File: config.mk
export PLATFORM = sky130hd
export DESIGN_NAME = grid_rr_arbiter
export DESIGN_NICKNAME = d
export VERILOG_FILES = /design/src/rtl/grid_rr_arbiter.sv
export SDC_FILE = /design/constraint.sdc
export NUM_CORES = 1
export LEC_CHECK = 0
export ABC_CLOCK_PERIOD_IN_PS = 3280
export CORE_ASPECT_RATIO = 1.2
export CORE_MARGIN = 2
export CORE_UTILIZATION = 52
export CTS_CLUSTER_DIAMETER = 40
export DETAILED_ROUTE_END_ITERATION = 6
export PLACE_DENSITY = 0.82
export SYNTH_ARGS = -nofsm -noshare
export SYNTH_HDL_FRONTEND = slang
export SYNTH_SLANG_ARGS = --single-unit
export TNS_END_PERCENT = 5
File: constraint.sdc
create_clock -name clk -period 3.28 [get_ports clk]
set_clock_uncertainty 0.05 [all_clocks]
set_input_delay 0.656 -clock clk [delete_from_list [all_inputs] [get_ports clk]]
set_output_delay 0.656 -clock clk [all_outputs]
set_load 0.02 [all_outputs]
File: src/rtl/grid_rr_arbiter.sv
// grid_rr_arbiter: round-robin arbiter that shares one downstream resource
// among a ROWS x COLS array of requesters (flattened row-major). The owner
// keeps the grant while it requests, for at most MAX_HOLD cycles, and every
// ownership change goes through a single-cycle turnaround (COOL) state.
module grid_rr_arbiter #(
  parameter int ROWS     = 3,
  parameter int COLS     = 2,
  parameter int MAX_HOLD = 8
) (
  input  logic                                     clk,
  input  logic                                     reset,
  input  logic [ROWS*COLS-1:0]                     req,
  output logic [ROWS*COLS-1:0]                     gnt,
  output logic                                     gnt_valid,
  output logic [((ROWS > 1) ? $clog2(ROWS) : 1)-1:0] gnt_row,
  output logic [((COLS > 1) ? $clog2(COLS) : 1)-1:0] gnt_col,
  output logic                                     preempt
);

  localparam int N  = ROWS * COLS;
  localparam int IW = (N > 1) ? $clog2(N) : 1;
  localparam int RW = (ROWS > 1) ? $clog2(ROWS) : 1;
  localparam int CW = (COLS > 1) ? $clog2(COLS) : 1;
  localparam int HW = (MAX_HOLD > 0) ? $clog2(MAX_HOLD + 1) : 1;

  typedef enum logic [1:0] {
    IDLE = 2'd0,
    BUSY = 2'd1,
    COOL = 2'd2
  } state_t;

  state_t          state, state_n;
  logic [IW-1:0]   ptr, ptr_n;
  logic [IW-1:0]   owner, owner_n;
  logic [HW-1:0]   hold_cnt, hold_n;
  logic [N-1:0]    gnt_n;
  logic            valid_n;
  logic [RW-1:0]   row_n;
  logic [CW-1:0]   col_n;
  logic            preempt_n;
  logic            found;
  logic [IW-1:0]   win;
  int              cand;

  // State and output registers; reset clears everything, including the rotation pointer.
  always_ff @(posedge clk) begin
    if (reset) begin
      state     <= IDLE;
      ptr       <= '0;
      owner     <= '0;
      hold_cnt  <= '0;
      gnt       <= '0;
      gnt_valid <= 1'b0;
      gnt_row   <= '0;
      gnt_col   <= '0;
      preempt   <= 1'b0;
    end else begin
      state     <= state_n;
      ptr       <= ptr_n;
      owner     <= owner_n;
      hold_cnt  <= hold_n;
      gnt       <= gnt_n;
      gnt_valid <= valid_n;
      gnt_row   <= row_n;
      gnt_col   <= col_n;
      preempt   <= preempt_n;
    end
  end

  // Circular priority scan starting at ptr, then the next-state/output decision.
  always_comb begin
    state_n   = state;
    ptr_n     = ptr;
    owner_n   = owner;
    hold_n    = hold_cnt;
    gnt_n     = gnt;
    valid_n   = gnt_valid;
    row_n     = gnt_row;
    col_n     = gnt_col;
    preempt_n = 1'b0;
    found     = 1'b0;
    win       = '0;
    cand      = 0;

    for (int k = 0; k < N; k++) begin
      cand = (int'(ptr) + k) % N;
      if (!found && req[cand]) begin
        found = 1'b1;
        win   = IW'(cand);
      end
    end

    case (state)
      IDLE, COOL: begin
        if (found) begin
          gnt_n      = '0;
          gnt_n[win] = 1'b1;
          valid_n    = 1'b1;
          row_n      = RW'(int'(win) / COLS);
          col_n      = CW'(int'(win) % COLS);
          owner_n    = win;
          hold_n     = '0;
          state_n    = BUSY;
        end else begin
          state_n = IDLE;
        end
      end
      BUSY: begin
        if (!req[owner] ||
            (MAX_HOLD != 0 && int'(hold_cnt) == MAX_HOLD - 1)) begin
          gnt_n     = '0;
          valid_n   = 1'b0;
          row_n     = '0;
          col_n     = '0;
          ptr_n     = IW'((int'(owner) + 1) % N);
          preempt_n = req[owner];
          state_n   = COOL;
        end else if (hold_cnt != '1) begin
          hold_n = hold_cnt + 1'b1;
        end
      end
      default: begin
        state_n = IDLE;
      end
    endcase
  end

endmodule

==> metrics.txt <==
Global Route Usage Sum=0.218; Std-Cell Rows=24; peak supply drop=666 µV; Critical Path Start Type=flop; flops & latches, synth=23; Post-synth EDFFs=0; CP Data Arrival Time=3310 ps; DR pass1 iterations=4; WL/cell=15.3 µm; clock power share=0.067; initial drt markers=61; dpl ws=-66.8 ps; area leader, netlist=dfxtp_1; Post-Syn Nets=257; vias per cell=5.93; slew at the pin closest to its max-slew limit=779 ps; main flop type after synthesis=dfxtp_1; fin crit period=3180 ps; placed instance count=307; CP Capture Type=flop; crit share post-route=0.968; Slew Limit Fails=0; core area=3600 µm²; final hold viol count=0; CTS Sinks=23; post-synthesis sequential area ratio=0.239; WP data required=3410 ps; power per cell area=1050 nW/µm²; RePlAce Congestion=0.949; logic gate share of total power=0.767; Diodes inserted=0; TritonCTS clock tree=done; final setup fails=0; grt ovf=0; area delta synth->final=29.8%; via count=1881; Synth area leaders=dfxtp_1, ha_1, mux2i_1, nand2_1, a21oi_1; Peak Freq=315 MHz; Syn Area/Cell=8.18 µm²; kind of critical path=flop to flop; setup ws final=105 ps; Slew HR=0.479; sw frac=0.466; final WL=4.85 mm; port bufs=18; most frequent cells in the layout=buf_4, nand2_1, nor2_1, dfxtp_1, clkdlybuf4s50_1; post-synthesis cell type count=53; Post-Syn Instances=236; Die X=59.6 µm; Min Hold Slack=414 ps; Non-Filler Instances=317; worst r2r path cells=16; post-route ant nets=0; cts hold-fix bufs=0; Sw Pwr=0.00123 W; post-DP HPWL=3.41 mm; H-tree depth=1; Chip Height=70.7 µm; commonest non-fill, non-tap cell in the layout=buf_4; total power=0.00264 W; share of post-route cells with drive strength above 1=0.277; first-pass GRT wire length=7.29 mm; Int Pwr=0.00141 W; Min-Delay Path Class=flop to flop; full die area=4220 µm²; # nets final=300; max-cap violation count=0; Worst-Skew Late Latency=270 ps; CTS Root Cell=clkbuf_8; Hold Path Depth=2; worst-path maximum fanout=5; Clock Pin Slew Worst Setup and Hold Paths=70 ps; drt drc=0; Flop pwr share=0.166; I/O Pins=19; Ys Warns=0; CTS buffer count=3; largest net degree at the start of global routing=23; async set-or-reset flop fraction in the synthesized netlist=0; top-area cell type share of the netlist area=0.239; antenna violations before repair=0; CTS Buffer Depth=2; starting density of the core=0.535; number of fill cells in the layout=261; vias in the first global route=1667; Syn Std Cell Area=1930 µm²; static leakage=1.03 nW; status=complete, no violations
[final cells by class]
class                           count  area [µm²]  share of cell area
Multi-Input combinational cell    188        1460               0.584
Sequential cell                    23         469               0.187
Timing Repair Buffer               50         428               0.171
Inverter                           13        48.8              0.0195
Tap cell                           39        48.8              0.0195
Clock buffer                        3        41.3              0.0165
Clock inverter                      1        5.00             0.00200
[cell usage after synthesis (3+ instances only)]
cell type	instances
nor2_1	20
nor2b_1	11
a211oi_1	3
a32oi_1	3
buf_2	4
dfxtp_1	23
nand2b_1	6
xnor2_1	5
a21oi_1	15
o21ai_0	6
buf_6	3
o31ai_1	4
nand3b_1	5
mux2i_1	10
mux2_2	4
inv_1	12
o21a_1	3
clkbuf_1	5
and2_1	7
nand2_1	22
ha_1	13
nand3_1	5
a31oi_1	4
a22oi_1	3
xor2_1	4
[metrics by stage]
stage / setup TNS (ps) / instance area, µm² / util
global placement: -7.23 / 2280 / 0.633
finish: 0 / 2500 / 0.695
CTS: 0 / 2330 / 0.646
global route: -412 / 2500 / 0.695
detailed placement: -253 / 2280 / 0.633
floorplan: 0 / 1930 / -
[what timing repair did]
action,4_1_cts,5_1_grt
setup buffers,0,6
endpoints found under the setup margin,0,14
gates resized for setup,0,33
endpoints found under the hold margin,0,0
[kinds of logic (layout without fill, tap and decap cells)]
family,count (synthesis),in the layout,share of synthesized area
adder cells (fa/ha/maj),13,13,0.0843
multiplexers,16,16,0.0986
AO/OA/AOI/OAI,61,61,0.224
flip-flops,23,23,0.239
buffers and inverters,25,67,0.0629
XOR/XNOR,10,10,0.0551
AND/OR/NAND/NOR,88,88,0.236
[state kept, by name (all words and copies together) (netlist names)]
register	count
preempt	1
gnt_valid	1
ptr	3
gnt	6
state	2
hold_cnt	4
gnt_col	1
gnt_row	2
owner	3
[routing by layer]
metal | wire length [µm] | up-vias | share of wire | global-route usage
met5 | 0 | - | 0 | 0
met4 | 115 | 0 | 0.024 | 0.0988
met3 | 172 | 11 | 0.035 | 0.0238
met2 | 2350 | 45 | 0.48 | 0.347
met1 | 2220 | 894 | 0.46 | 0.294
li1 | - | 931 | - | -
[power by group through the flow]
| stage | Combinational (W) | Sequential (W) | Clock [W] |
|---|---|---|---|
| 2_1_floorplan | 0.00114 | 0.000471 | 0 |
| 3_3_place_gp | 0.00169 | 0.000427 | 0 |
| 3_5_place_dp | 0.00171 | 0.000429 | 0 |
| 4_1_cts | 0.00173 | 0.000424 | 0.000181 |
| 5_1_grt | 0.00218 | 0.000448 | 0.000190 |
| 6_report | 0.00202 | 0.000438 | 0.000177 |
[critical path, stage by stage, from the launching register on]
cell and delay [ps]:
dfxtp_2 340, inv_1 70, ha_2 200, nand2_2 100
nand2_1 70, ha_1 190, nor2b_2 170, a211oi_1 280
a311oi_2 100, buf_4 170, nor2b_2 150, mux2i_2 160
buf_4 180, nor3_4 50, a221o_1 350, or2_1 250
o31ai_1 220
[final timing paths]
path	end	slack (ps)	start
max reg2reg	gnt[0]	100	ptr[2]
max	gnt[0]	100	ptr[2]
min reg2reg	gnt_col	410	gnt_col
min	gnt_col	410	gnt_col
Power figures use the tool's default switching activity.
